### config.mk
export PLATFORM = sky130hd
export DESIGN_NAME = decode_stage_ctrl
export DESIGN_NICKNAME = d
export VERILOG_FILES = /design/src/rtl/decode_stage_ctrl.sv
export SDC_FILE = /design/constraint.sdc
export NUM_CORES = 1
export LEC_CHECK = 0
export ABC_CLOCK_PERIOD_IN_PS = 2700
export CAP_MARGIN = 10
export CORE_ASPECT_RATIO = 1.2
export CORE_MARGIN = 1.5
export CORE_UTILIZATION = 45
export DETAILED_ROUTE_END_ITERATION = 8
export PLACE_DENSITY = 0.89
export SYNTH_ARGS = -nofsm -noshare
export SYNTH_HDL_FRONTEND = slang
export SYNTH_SLANG_ARGS = --single-unit
### constraint.sdc
create_clock -name clk -period 2.7 [get_ports clk]
set_clock_uncertainty 0.1 [all_clocks]
set_input_delay 0.54 -clock clk [delete_from_list [all_inputs] [get_ports clk]]
set_output_delay 0.54 -clock clk [all_outputs]
set_load 0.05 [all_outputs]
### src/rtl/decode_stage_ctrl.sv
// Decode-stage sequencer: owns IF/ID and ID/EX, inserts one load-use bubble, handles flush.
// Optional load-use stall counter enabled by defining STALL_CNT_EN.
module decode_stage_ctrl #(
    parameter int unsigned CNT_W     = 16,
    parameter logic [31:0] NOP_INSTR = 32'h00000013
) (
    input  logic             clk,
    input  logic             reset,
    input  logic             if_valid,
    input  logic [31:0]      if_instr,
    input  logic [31:0]      if_pc,
    output logic             id_ready,
    output logic [31:0]      imm_instr,
    input  logic [31:0]      imm_in,
    input  logic             ex_ready,
    input  logic             flush,
    output logic             ex_valid,
    output logic [31:0]      ex_instr,
    output logic [31:0]      ex_pc,
    output logic [31:0]      ex_imm,
    output logic [2:0]       ex_imm_fmt,
    output logic             ex_illegal,
    output logic [CNT_W-1:0] stall_count
);

    typedef enum logic [1:0] {StEmpty, StFull, StStall} state_e;

    localparam logic [2:0] FMT_NONE = 3'd0;
    localparam logic [2:0] FMT_I    = 3'd1;
    localparam logic [2:0] FMT_S    = 3'd2;
    localparam logic [2:0] FMT_B    = 3'd3;
    localparam logic [2:0] FMT_U    = 3'd4;
    localparam logic [2:0] FMT_J    = 3'd5;

    localparam logic [6:0] OP_LOAD = 7'b0000011;

    state_e      state_q, state_d;
    logic [31:0] id_instr_q, id_instr_d, id_pc_q, id_pc_d;
    logic        ex_valid_q, ex_valid_d, ex_illegal_q, ex_illegal_d;
    logic [31:0] ex_instr_q, ex_instr_d, ex_pc_q, ex_pc_d, ex_imm_q, ex_imm_d;
    logic [2:0]  ex_fmt_q, ex_fmt_d;

    logic [2:0]  id_fmt;
    logic        id_illegal, use_rs1, use_rs2;
    logic        hazard, load_use, issue;

    always_comb begin
        id_fmt     = FMT_NONE;
        id_illegal = 1'b0;
        use_rs1    = 1'b0;
        use_rs2    = 1'b0;
        case (id_instr_q[6:0])
            7'b0000011, 7'b1100111, 7'b0010011: begin
                id_fmt  = FMT_I;
                use_rs1 = 1'b1;
            end
            7'b0100011: begin
                id_fmt  = FMT_S;
                use_rs1 = 1'b1;
                use_rs2 = 1'b1;
            end
            7'b1100011: begin
                id_fmt  = FMT_B;
                use_rs1 = 1'b1;
                use_rs2 = 1'b1;
            end
            7'b0110111, 7'b0010111: id_fmt = FMT_U;
            7'b1101111:             id_fmt = FMT_J;
            7'b0110011: begin
                use_rs1 = 1'b1;
                use_rs2 = 1'b1;
            end
            default: id_illegal = 1'b1;
        endcase
    end

    // Only evaluated in FULL: in STALL the load has already moved past EX.
    assign hazard = (state_q == StFull) && ex_valid_q && (ex_instr_q[6:0] == OP_LOAD) &&
                    (ex_instr_q[11:7] != 5'd0) &&
                    ((use_rs1 && (ex_instr_q[11:7] == id_instr_q[19:15])) ||
                     (use_rs2 && (ex_instr_q[11:7] == id_instr_q[24:20])));

    assign load_use = !flush && ex_ready && hazard;
    assign issue    = !flush && ex_ready &&
                      (((state_q == StFull) && !hazard) || (state_q == StStall));
    assign id_ready = !flush && ((state_q == StEmpty) || issue);

    always_comb begin
        state_d      = state_q;
        id_instr_d   = id_instr_q;
        id_pc_d      = id_pc_q;
        ex_valid_d   = ex_valid_q;
        ex_instr_d   = ex_instr_q;
        ex_pc_d      = ex_pc_q;
        ex_imm_d     = ex_imm_q;
        ex_fmt_d     = ex_fmt_q;
        ex_illegal_d = ex_illegal_q;

        if (flush || load_use || ((state_q == StEmpty) && ex_ready)) begin
            ex_valid_d   = 1'b0;
            ex_instr_d   = NOP_INSTR;
            ex_imm_d     = '0;
            ex_fmt_d     = FMT_NONE;
            ex_illegal_d = 1'b0;
        end

        if (flush) begin
            state_d    = StEmpty;
            id_instr_d = NOP_INSTR;
        end else begin
            if (load_use) state_d = StStall;
            if (issue) begin
                ex_valid_d   = 1'b1;
                ex_instr_d   = id_instr_q;
                ex_pc_d      = id_pc_q;
                ex_imm_d     = (id_fmt == FMT_NONE) ? '0 : imm_in;
                ex_fmt_d     = id_fmt;
                ex_illegal_d = id_illegal;
                state_d      = StEmpty;
            end
            if (id_ready && if_valid) begin
                id_instr_d = if_instr;
                id_pc_d    = if_pc;
                state_d    = StFull;
            end
        end
    end

    always_ff @(posedge clk) begin
        if (reset) begin
            state_q      <= StEmpty;
            id_instr_q   <= NOP_INSTR;
            id_pc_q      <= '0;
            ex_valid_q   <= 1'b0;
            ex_instr_q   <= NOP_INSTR;
            ex_pc_q      <= '0;
            ex_imm_q     <= '0;
            ex_fmt_q     <= FMT_NONE;
            ex_illegal_q <= 1'b0;
        end else begin
            state_q      <= state_d;
            id_instr_q   <= id_instr_d;
            id_pc_q      <= id_pc_d;
            ex_valid_q   <= ex_valid_d;
            ex_instr_q   <= ex_instr_d;
            ex_pc_q      <= ex_pc_d;
            ex_imm_q     <= ex_imm_d;
            ex_fmt_q     <= ex_fmt_d;
            ex_illegal_q <= ex_illegal_d;
        end
    end

`ifdef STALL_CNT_EN
    logic [CNT_W-1:0] stall_cnt_q;

    always_ff @(posedge clk) begin
        if (reset) begin
            stall_cnt_q <= '0;
        end else if (load_use && (stall_cnt_q != '1)) begin
            stall_cnt_q <= stall_cnt_q + 1'b1;
        end
    end

    assign stall_count = stall_cnt_q;
`else
    assign stall_count = '0;
`endif

    assign imm_instr  = id_instr_q;
    assign ex_valid   = ex_valid_q;
    assign ex_instr   = ex_instr_q;
    assign ex_pc      = ex_pc_q;
    assign ex_imm     = ex_imm_q;
    assign ex_imm_fmt = ex_fmt_q;
    assign ex_illegal = ex_illegal_q;

endmodule
== Word-level counts from Yosys, hierarchy flattened ==
Cells that the tools add are included.
Storage, ports and cells
  register bits: 167
  input port bits: 101
  RAM bits: 0
  word-level logic and storage cells: 81
  latch bits: 0
  memories kept: 0
  ROM bits: 0
Cells by class
  divide/modulo/power cells: 0
  $lt $le $gt $ge: 0
  bitwise gates (word level): 1
  multipliers: 0
  muxes and demuxes: 23
  add/subtract/negate cells: 0
  reduce and logical (&&, ||, !) cells: 33
  shifts and indexed selects: 0
  equality and inequality tests: 14
Operator list (number)
  32-bit 2-to-1 mux: 7
  7-bit by 6-bit == test with 1-bit output (second input constant): 3
  7-bit == test (second input constant): 3
  3-bit one-hot mux with 5 select lines: 1
  7-bit by 2-bit == test with 1-bit output (second input constant): 2
  7-bit by 5-bit == test with 1-bit output (second input constant): 2
  1-bit logical AND: 13
  1-bit 2-to-1 mux: 12
  5-bit == test: 2
  3-bit 2-to-1 mux: 3
  9-bit OR reduction: 1
  3-bit OR reduction: 2
  6-bit OR reduction: 1
  1-bit logical OR: 5
  5-bit nonzero test: 1
  2-bit AND reduction: 2
  2-bit OR reduction: 2
  4-bit OR reduction: 1
  3-bit zero test: 1
  3-bit nonzero test: 1
  2-bit by 1-bit == test with 1-bit output (second input constant): 1
  2-bit == test (second input constant): 1
  1-bit zero test: 2
  2-bit zero test: 1
  1-bit NOT: 1

== Logic depth before layout (Yosys ltp) ==
Gate-level depths: netlist of run 1.
  depth in word-level cells: 14
  depth in mapped cells: 8
  mapped depth without buffers: 6

== Worst setup path after synthesis of run 1 ==
OpenSTA, ideal clock, no wires.
  kind: reg-to-output
  start: reg id_instr_q[2], in the netlist imm_instr[2]
  end: out id_ready
  arrival time: 2369 ps
  data required time: 2060 ps
  path buffers: 1
  path slack: -309 ps
  stages on the path, launching flop included: 7
  path through: dfxtp_1 clkbuf_1 nor3_1 and4_1 o31a_1 o22a_2 nor2_1
Between the ends
  longest elaborated chain between the ends: 12
  elaborated cells between the ends (all ways): 20
RTL lines
  start: declaration: RTL line 38  | logic [31:0] id_instr_q, id_instr_d, id_pc_q, id_pc_d;
  start signal: assignment: RTL line 142  | id_instr_q <= id_instr_d;
  7-bit by 6-bit == test with 1-bit output, or another cell as far along: RTL line 52  | case (id_instr_q[6:0])
  6-bit OR reduction (no line) or 3-bit OR reduction (tied branches)
  1-bit 2-to-1 mux: RTL line 52
  1-bit logical AND, on equally long branches: RTL line 80, 81
  1-bit logical OR (*): RTL line 80  | ((use_rs1 && (ex_instr_q[11:7] == id_instr_q[19:15])) ||
  1-bit logical AND (*): RTL line 79  | (ex_instr_q[11:7] != 5'd0) &&
  1-bit zero test (*): RTL line 85  | (((state_q == StFull) && !hazard) || (state_q == StStall));
  1-bit logical AND (*): RTL line 85
  1-bit logical OR (*): RTL line 85
  1-bit logical AND (*): RTL line 84  | assign issue = !flush && ex_ready &&
  1-bit logical OR (*): RTL line 86  | assign id_ready = !flush && ((state_q == StEmpty) || issue);
  1-bit logical AND (*): RTL line 86
  end: declaration: RTL line 12  | output logic id_ready,
Every way passes the cells marked *; elsewhere a longest branch is shown, timed or not.

== Worst setup path in the final report of run 1 ==
  start: reg ex_instr_q[8], in the netlist ex_instr[8]
  end: out id_ready
Between the ends
  longest elaborated chain between the ends: 10
  elaborated cells between the ends (all ways): 14
RTL lines
  start: declaration: RTL line 40  | logic [31:0] ex_instr_q, ex_instr_d, ex_pc_q, ex_pc_d, ex_imm_q, ex_imm_d;
  start signal: assignment: RTL line 145  | ex_instr_q <= ex_instr_d;
  5-bit == test, on equally long branches: RTL line 80, 81
  1-bit logical AND, on equally long branches: RTL line 80, 81
  1-bit logical OR: RTL line 80
  1-bit logical AND (*): RTL line 79
  1-bit zero test (*): RTL line 85
  1-bit logical AND (*): RTL line 85
  1-bit logical OR (*): RTL line 85
  1-bit logical AND (*): RTL line 84
  1-bit logical OR (*): RTL line 86
  1-bit logical AND (*): RTL line 86
Marked as above.

==> results of run 1 <==
-- cell type report --
cell class                 instances  area (sq um)
inverter                           5          18.8
tap                              208           260
clock inverter                     7          70.1
clock buffer                      22           484
sequential                       167          3360
timing repair buffer             277          2820
fill                            1210          5050
multi-input combinational        582          3450
-- synthesized netlist by cell type (4+ instances only) --
library cell / instances
a21oi_1: 137
a22o_1: 33
a22o_2: 29
a31oi_1: 33
buf_4: 21
buf_6: 6
clkbuf_1: 60
clkbuf_2: 5
dfxtp_1: 167
inv_1: 5
nand2_1: 73
nand3_1: 65
nor2_1: 12
nor2b_1: 37
nor3_1: 4
o21ai_0: 97
xor2_1: 8
-- worst max-delay path, stage by stage (launching register included) --
cell and delay, ns:
dfxtp_4 0.37, or4_4 0.55, o211ai_4 0.22, a21oi_2 0.10, o22a_2 0.24, nor2_4 0.10
buf_12 0.15
-- layer usage --
metal	up-vias	GRT usage
met3	94	0.0777
met4	0	0.155
li1	3405	-
met2	484	0.497
met1	3555	0.333
met5	-	0
-- power by group through the flow --
stage               combinational, W  clock [W]  sequential (W)
global placement            0.000572          0         0.00260
global route                0.000635    0.00244         0.00255
finish                      0.000607    0.00231         0.00254
floorplan                   0.000248          0         0.00266
detailed placement          0.000580          0         0.00260
CTS                         0.000588    0.00233         0.00254
-- per-stage QoR --
stage / cells / cell area [sq um] / utilization / setup slack (ns)
3_5_place_dp: 1231 / 9750 / 0.628 / -0.134
4_1_cts: 1263 / 10400 / 0.669 / -0.0872
2_1_floorplan: 849 / 7180 / - / 0.0526
3_3_place_gp: 1231 / 9750 / 0.628 / -0.0928
5_1_grt: 1268 / 10500 / 0.675 / -0.151
6_report: 1268 / 10500 / 0.675 / -0.0911
-- worst max path at each step --
stage / slack (ns) / cells after the start / startpoint / endpoint
2_1_floorplan: 0.05 / 6 / imm_instr[2] / id_ready
3_3_place_gp: -0.09 / 8 / ex_ready / imm_instr[1]
3_5_place_dp: -0.13 / 8 / ex_ready / imm_instr[21]
4_1_cts: -0.09 / 6 / ex_instr[8] / id_ready
5_1_grt: -0.15 / 6 / ex_instr[8] / id_ready
6_report: -0.09 / 6 / ex_instr[8] / id_ready
-- kinds of logic (layout without fill, tap and decap cells) --
group                    count (synthesis)  count (layout)  synth area share
AND/OR/NAND/NOR                        208             208             0.145
AO/OA/AOI/OAI                          347             347             0.300
buffers and inverters                  100             311            0.0713
XOR/XNOR                                10              10            0.0123
flip-flops                             167             167             0.470
adder cells (fa/ha/maj)                  1               1           0.00141
other                                    1              16          0.000527
-- state kept, by name (all words and copies together) (netlist names) --
| register | flops |
|---|---|
| id_pc_q | 32 |
| ex_pc | 32 |
| ex_valid | 1 |
| ex_imm | 32 |
| ex_instr | 32 |
| imm_instr | 32 |
| state_q | 2 |
| ex_imm_fmt | 3 |
| ex_illegal | 1 |
-- timing repair --
item,in CTS,in global routing
gates cloned,0,0
pin swaps,4,2
hold buffers,0,0
buffers inserted,3,5
setup endpoints to repair,1,1
resized for setup,15,12
==> summary.md, run 1 <==
| Metric | Value |
|---|---|
| Clock tree root buffer cell | clkbuf_16 |
| Largest net degree at the start of global routing | 65 |
| Boundary Pins | 251 |
| Wire length of the first global-routing pass | 38200 um |
| Main area contributors after synthesis | dfxtp_1, a21oi_1, o21ai_0 |
| DP Wirelength | 16500 um |
| Launch point of the worst hold path | ex_instr[14] |
| Count of TritonRoute iterations in the first routing pass | 6 |
| Leakage power summed over all cells | 3.75 nW |
| CTS clock-pin slew for the worst setup and hold paths | 0.06 ns |
| IR Drop Worst-Case VDD | 0.394 mV |
| Clk_lat worst skew | 0.43 ns |
| Number of buffers added by the clock tree synthesis step | 17 |
| Nets@finish | 1151 |
| Most frequent cells in the layout | clkdlybuf4s50_1, dfxtp_1, a21oi_1 |
| Post-layout minimum cycle time | 2.79 ns |
| Number of antenna violations at the first check in global routing | 0 |
| Register-to-register setup slack | 0.08 ns |
| Total track usage | 0.291 |
| Hold path cells | 1 |
| Relative max-transition margin | 0.549 |
| Overflow after GRT | 0 |
| Combinational power share | 0.111 |
| Height of the die | 141 um |
| Routed met1 length | 9620 um |
| Violations in the final reports | setup timing |
| Reg2reg start | ex_instr[4] |
| Number of nets with antenna violations after routing | 0 |
| Total count of max-transition violations in the final report | 0 |
| Internal Dissipation | 0.00412 W |
| DRC violation count after routing | 0 |
| Metal3 WL | 2320 um |
| Final hold slack | 0.377 ns |
| Portion of total power attributed to sequential cells | 0.466 |
| Total power consumption of the routed design | 0.00546 W |
| 1st-iter DRT viols | 625 |
| Worst path required time | 2.06 ns |
| Total via count in the routed design | 7538 |
| Per-cell routed wire length | 20.3 um |
| Gate count after technology mapping | 834 |
| Average cell area after synthesis | 8.54 sq um |
| Relative contribution of the clock network to total power | 0.423 |
| Count of flip-flops with a built-in enable after synthesis | 0 |
| Achievable Freq | 0.358 GHz |
| H-tree depth reported by CTS | 4 |
| Via-to-Cell Ratio | 5.94 |
| Maximum buffer depth of the clock tree | 2 |
| Worst min-delay path endpoint | ex_instr[14] |
| Power dissipated by switching net loads | 0.00134 W |
| Core area | 0.0155 sq mm |
| Reported max-cap violation count | 0 |
| Post-synth top area cell | dfxtp_1 |
| Chip width | 118 um |
| Arrival time reported for the critical path endpoint | 2.15 ns |
| Warnings, synthesis | 0 |
| Worst path setup slack after routing | -0.0911 ns |
| Run status | finished with violations |
| Worst setup EP type | output port |
| Count of cell types in the netlist | 49 |
| Portion of the post-synthesis area used by sequential elements | 0.470 |
| Clock sink total | 167 |
| Kind of path behind the tightest hold check | reg -> reg |
| Most common library cell in the layout ignoring fill and taps | clkdlybuf4s50_1 |
| Top routing layer in use | met4 |
| Proportion of layout cells with a drive suffix above 1 | 0.127 |
| WL final | 25800 um |
| Final worst path period share | 1.03 |
| Global placer's final weighted congestion | 0.875 |
| Buffers on Ports | 234 |
| P per Cell Area | 521 mW/mm^2 |
| Netlist area before placement | 0.00712 sq mm |
| Share of Yosys cell area claimed by the top area cell type | 0.470 |
| Vias in the first global route | 6934 |
| Cell Rows | 50 |
| Fin Setup TNS | -0.0911 ns |
| Starting utilization of the core area | 0.459 |
| Sw Share | 0.245 |
| RSZ-0062 raised after global routing | yes |
| Count of endpoints failing hold in the final timing report | 0 |
| Type of the worst setup path | reg -> out |
| Maximum fanout along the worst path | 5 |
| Fraction of registers with async set or reset after synthesis | 0 |
| Post-synth top flop | dfxtp_1 |
| Transition time at the pin with the least slew margin | 0.676 ns |
| Number of diodes | 0 |
| CTS tree | built |
| WL met2 | 12500 um |
| Layout overhead on the synthesized area | 47.0% |
| Final setup violating endpoints | 1 |
| Cell count of the worst reg-to-reg path | 8 |
| Kind of start point of the critical path | register |
| DIE AREA | 0.0166 sq mm |
| Endpoint of the lowest-slack register-to-register path | imm_instr[16] |
| Yosys reg bits | 167 |
No activity file was read; power rests on OpenSTA's default activity.
==> run 2: changes to the inputs <==
--- a/config.mk
+++ b/config.mk
@@ -8,7 +8,7 @@
 export ABC_CLOCK_PERIOD_IN_PS = 2700
 export CAP_MARGIN = 10
 export CORE_ASPECT_RATIO = 1.2
-export CORE_MARGIN = 1.5
+export CORE_MARGIN = 5
 export CORE_UTILIZATION = 45
 export DETAILED_ROUTE_END_ITERATION = 8
 export PLACE_DENSITY = 0.89
==> summary.md, run 2 (synthesized netlist as in run 1, its figures left out) <==
| Metric | Value |
|---|---|
| Run status | finished with violations |
| Violations in the final reports | setup timing |
| Boundary Pins | 251 (unchanged) |
| Buffer and inverter count on the worst path | 1 (unchanged) |
| Maximum buffer depth of the clock tree | 2 (unchanged) |
| Transition time at the pin with the least slew margin | 0.680 ns (+0.00426 ns) |
| Per-cell routed wire length | 19.5 um (-4.2%) |
| Count of TritonRoute iterations in the first routing pass | 5 (-1) |
| Height of the die | 148 um (+5.0%) |
| Total via count in the routed design | 7359 (-2.4%) |
| Buffers on Ports | 234 (unchanged) |
| Gate family responsible for the most delay along the worst path | compound AO/OA/AOI/OAI gates |
| Wire length of the first global-routing pass | 38500 um (+0.69%) |
| Via-to-Cell Ratio | 5.83 (-2.0%) |
| Starting utilization of the core area | 0.457 (-0.00184) |
| Final setup violating endpoints | 1 (unchanged) |
| Worst path setup slack after routing | -0.115 ns (-0.0242 ns) |
| Kind of start point of the critical path | register |
| Relative max-transition margin | 0.545 (-0.00456) |
| DRC violation count after routing | 0 (unchanged) |
| Number of diodes | 0 (unchanged) |
| Critical-path cell with the highest stage delay | dfxtp_1 |
| Nets@finish | 1144 (-0.61%) |
| Chip width | 125 um (+5.9%) |
| H-tree depth reported by CTS | 4 (unchanged) |
| RSZ-0062 raised after global routing | yes |
| Worst setup EP type | output port |
| Final worst path period share | 1.04 (+0.00897) |
| Clock tree root buffer cell | clkbuf_16 |
| CTS clock-pin slew for the worst setup and hold paths | 0.06 ns (about the same) |
| Cell breakdown of the critical path | xor2_1, a2111oi_4, and4_4, o31a_1, o22a_2, nor2_4, buf_12 |
| IR Drop Worst-Case VDD | 0.368 mV (-6.7%) |
| Leakage power summed over all cells | 3.69 nW (-1.6%) |
| Kind of path behind the tightest hold check | reg -> reg |
| Proportion of layout cells with a drive suffix above 1 | 0.118 (-0.00982) |
| Overflow after GRT | 0 (unchanged) |
| Total count of max-transition violations in the final report | 0 (unchanged) |
| Global placer's final weighted congestion | 0.848 (-3.1%) |
| Count of endpoints failing hold in the final timing report | 0 (unchanged) |
| Number of antenna violations at the first check in global routing | 1 (+1) |
| CTS tree | built |
| Cts hold-fix bufs | 0 (unchanged) |
| Total track usage | 0.255 (-0.0356) |
| Vias in the first global route | 7074 (+2.0%) |
| Maximum fanout along the worst path | 4 (-1) |
| 1st-iter DRT viols | 693 (+11%) |
| Largest net degree at the start of global routing | 66 (+1.5%) |
| Most common library cell in the layout ignoring fill and taps | clkdlybuf4s50_1 |
| P per Cell Area | 519 mW/mm^2 (-0.53%) |
| Arrival time reported for the critical path endpoint | 2.18 ns (+0.03 ns) |
| WL final | 24600 um (-4.6%) |
| Clock sink total | 167 (unchanged) |
| Reported max-cap violation count | 0 (unchanged) |
| Type of the worst setup path | reg -> out |
| Register-to-register setup slack | 0.19 ns (+0.11 ns) |
| Number of buffers added by the clock tree synthesis step | 17 (unchanged) |
| Achievable Freq | 0.355 GHz (-0.86%) |
| Cell Rows | 50 (unchanged) |
| CP peak stage delay | 0.42 ns (-0.13 ns) |
| Core area | 0.0156 sq mm (+0.40%) |
| Number of nets with antenna violations after routing | 0 (unchanged) |
| Most frequent cells in the layout | clkdlybuf4s50_1, dfxtp_1, a21oi_1 |
| Worst path required time | 2.06 ns (about the same) |
| Post-layout minimum cycle time | 2.82 ns (+0.0242 ns) |
| DP Wirelength | 16400 um (-0.21%) |
| Clk_lat worst skew | 0.42 ns (about the same) |
| Filler cell count | 1185 (-2.1%) |
| DIE AREA | 0.0184 sq mm (+11%) |
| Fin Setup TNS | -0.115 ns (-0.0242 ns) |
| Placement Setup Slack | -0.0140 ns (+0.120 ns) |
| Layout overhead on the synthesized area | 45.7% |
[run 2: repair_timing]
| action | CTS | global route |
|---|---|---|
| gates resized for setup | 15 | 6 |
| pin swaps | 4 | 4 |
| setup endpoints to repair | 1 | 1 |
| setup buffers | 3 | 2 |
[run 2: worst reg2reg max path, delay by kind of cell (launching register included)]
kind / cells / cell delay, ns
AO/OA/AOI/OAI: 4 / 1.20
buffers and inverters: 2 / 0.45
flip-flops: 1 / 0.35
XOR/XNOR: 1 / 0.20
AND/OR/NAND/NOR: 1 / 0.16
[run 2: final cells by class]
cell class,count,area (sq um),area share
Timing Repair Buffer,270,2780,0.268
Tap cell,208,260,0.0251
Sequential cell,167,3360,0.324
Inverter,5,18.8,0.00181
Clock buffer,23,458,0.0441
Multi-Input combinational cell,582,3420,0.330
Clock inverter,8,76.3,0.00736
[run 2: power breakdown]
part	switching, W	leakage [nW]	internal, W	total, W
clock network	0.000959	0.253	0.00128	0.00224
registers	0.0000378	1.36	0.00251	0.00254
logic	0.000333	2.08	0.000260	0.000594
[run 2: worst paths after layout]
| kind | to | start | depth (start not counted) |
|---|---|---|---|
| setup / recovery | id_ready | imm_instr[19] | 7 |
| hold / removal | ex_imm_fmt[2] | ex_imm_fmt[2] | 1 |
| setup reg to reg | id_pc_q[17] | imm_instr[18] | 8 |
| hold reg to reg | ex_imm_fmt[2] | ex_imm_fmt[2] | 1 |
[run 2: metal layers]
layer,vias to the layer above,GRT usage,wire length (um)
li1,3405,-,-
met1,3463,0.309,9610
met2,410,0.425,11900
met3,79,0.0651,2010
met4,2,0.123,1070
met5,-,0,13
[run 2: metrics by stage]
step / hold slack [ns] / power, W / utilization / instance area [sq um] / cells
5_1_grt: 0.387 / 0.00556 / 0.666 / 10400 / 1263
4_1_cts: 0.368 / 0.00540 / 0.663 / 10300 / 1261
3_3_place_gp: 0.352 / 0.00316 / 0.625 / 9730 / 1227
2_1_floorplan: 0.367 / 0.00291 / - / 7180 / 849
3_5_place_dp: 0.356 / 0.00317 / 0.625 / 9730 / 1227
6_report: 0.367 / 0.00538 / 0.666 / 10400 / 1263
==> run 3: changes to the inputs <==
--- a/config.mk
+++ b/config.mk
@@ -5,8 +5,6 @@
 export SDC_FILE = /design/constraint.sdc
 export NUM_CORES = 1
 export LEC_CHECK = 0
-export ABC_CLOCK_PERIOD_IN_PS = 2700
-export CAP_MARGIN = 10
 export CORE_ASPECT_RATIO = 1.2
 export CORE_MARGIN = 5
 export CORE_UTILIZATION = 45
==> results of run 3 <==
No change in the layout: final DEF, timing and power equal those of run 2.
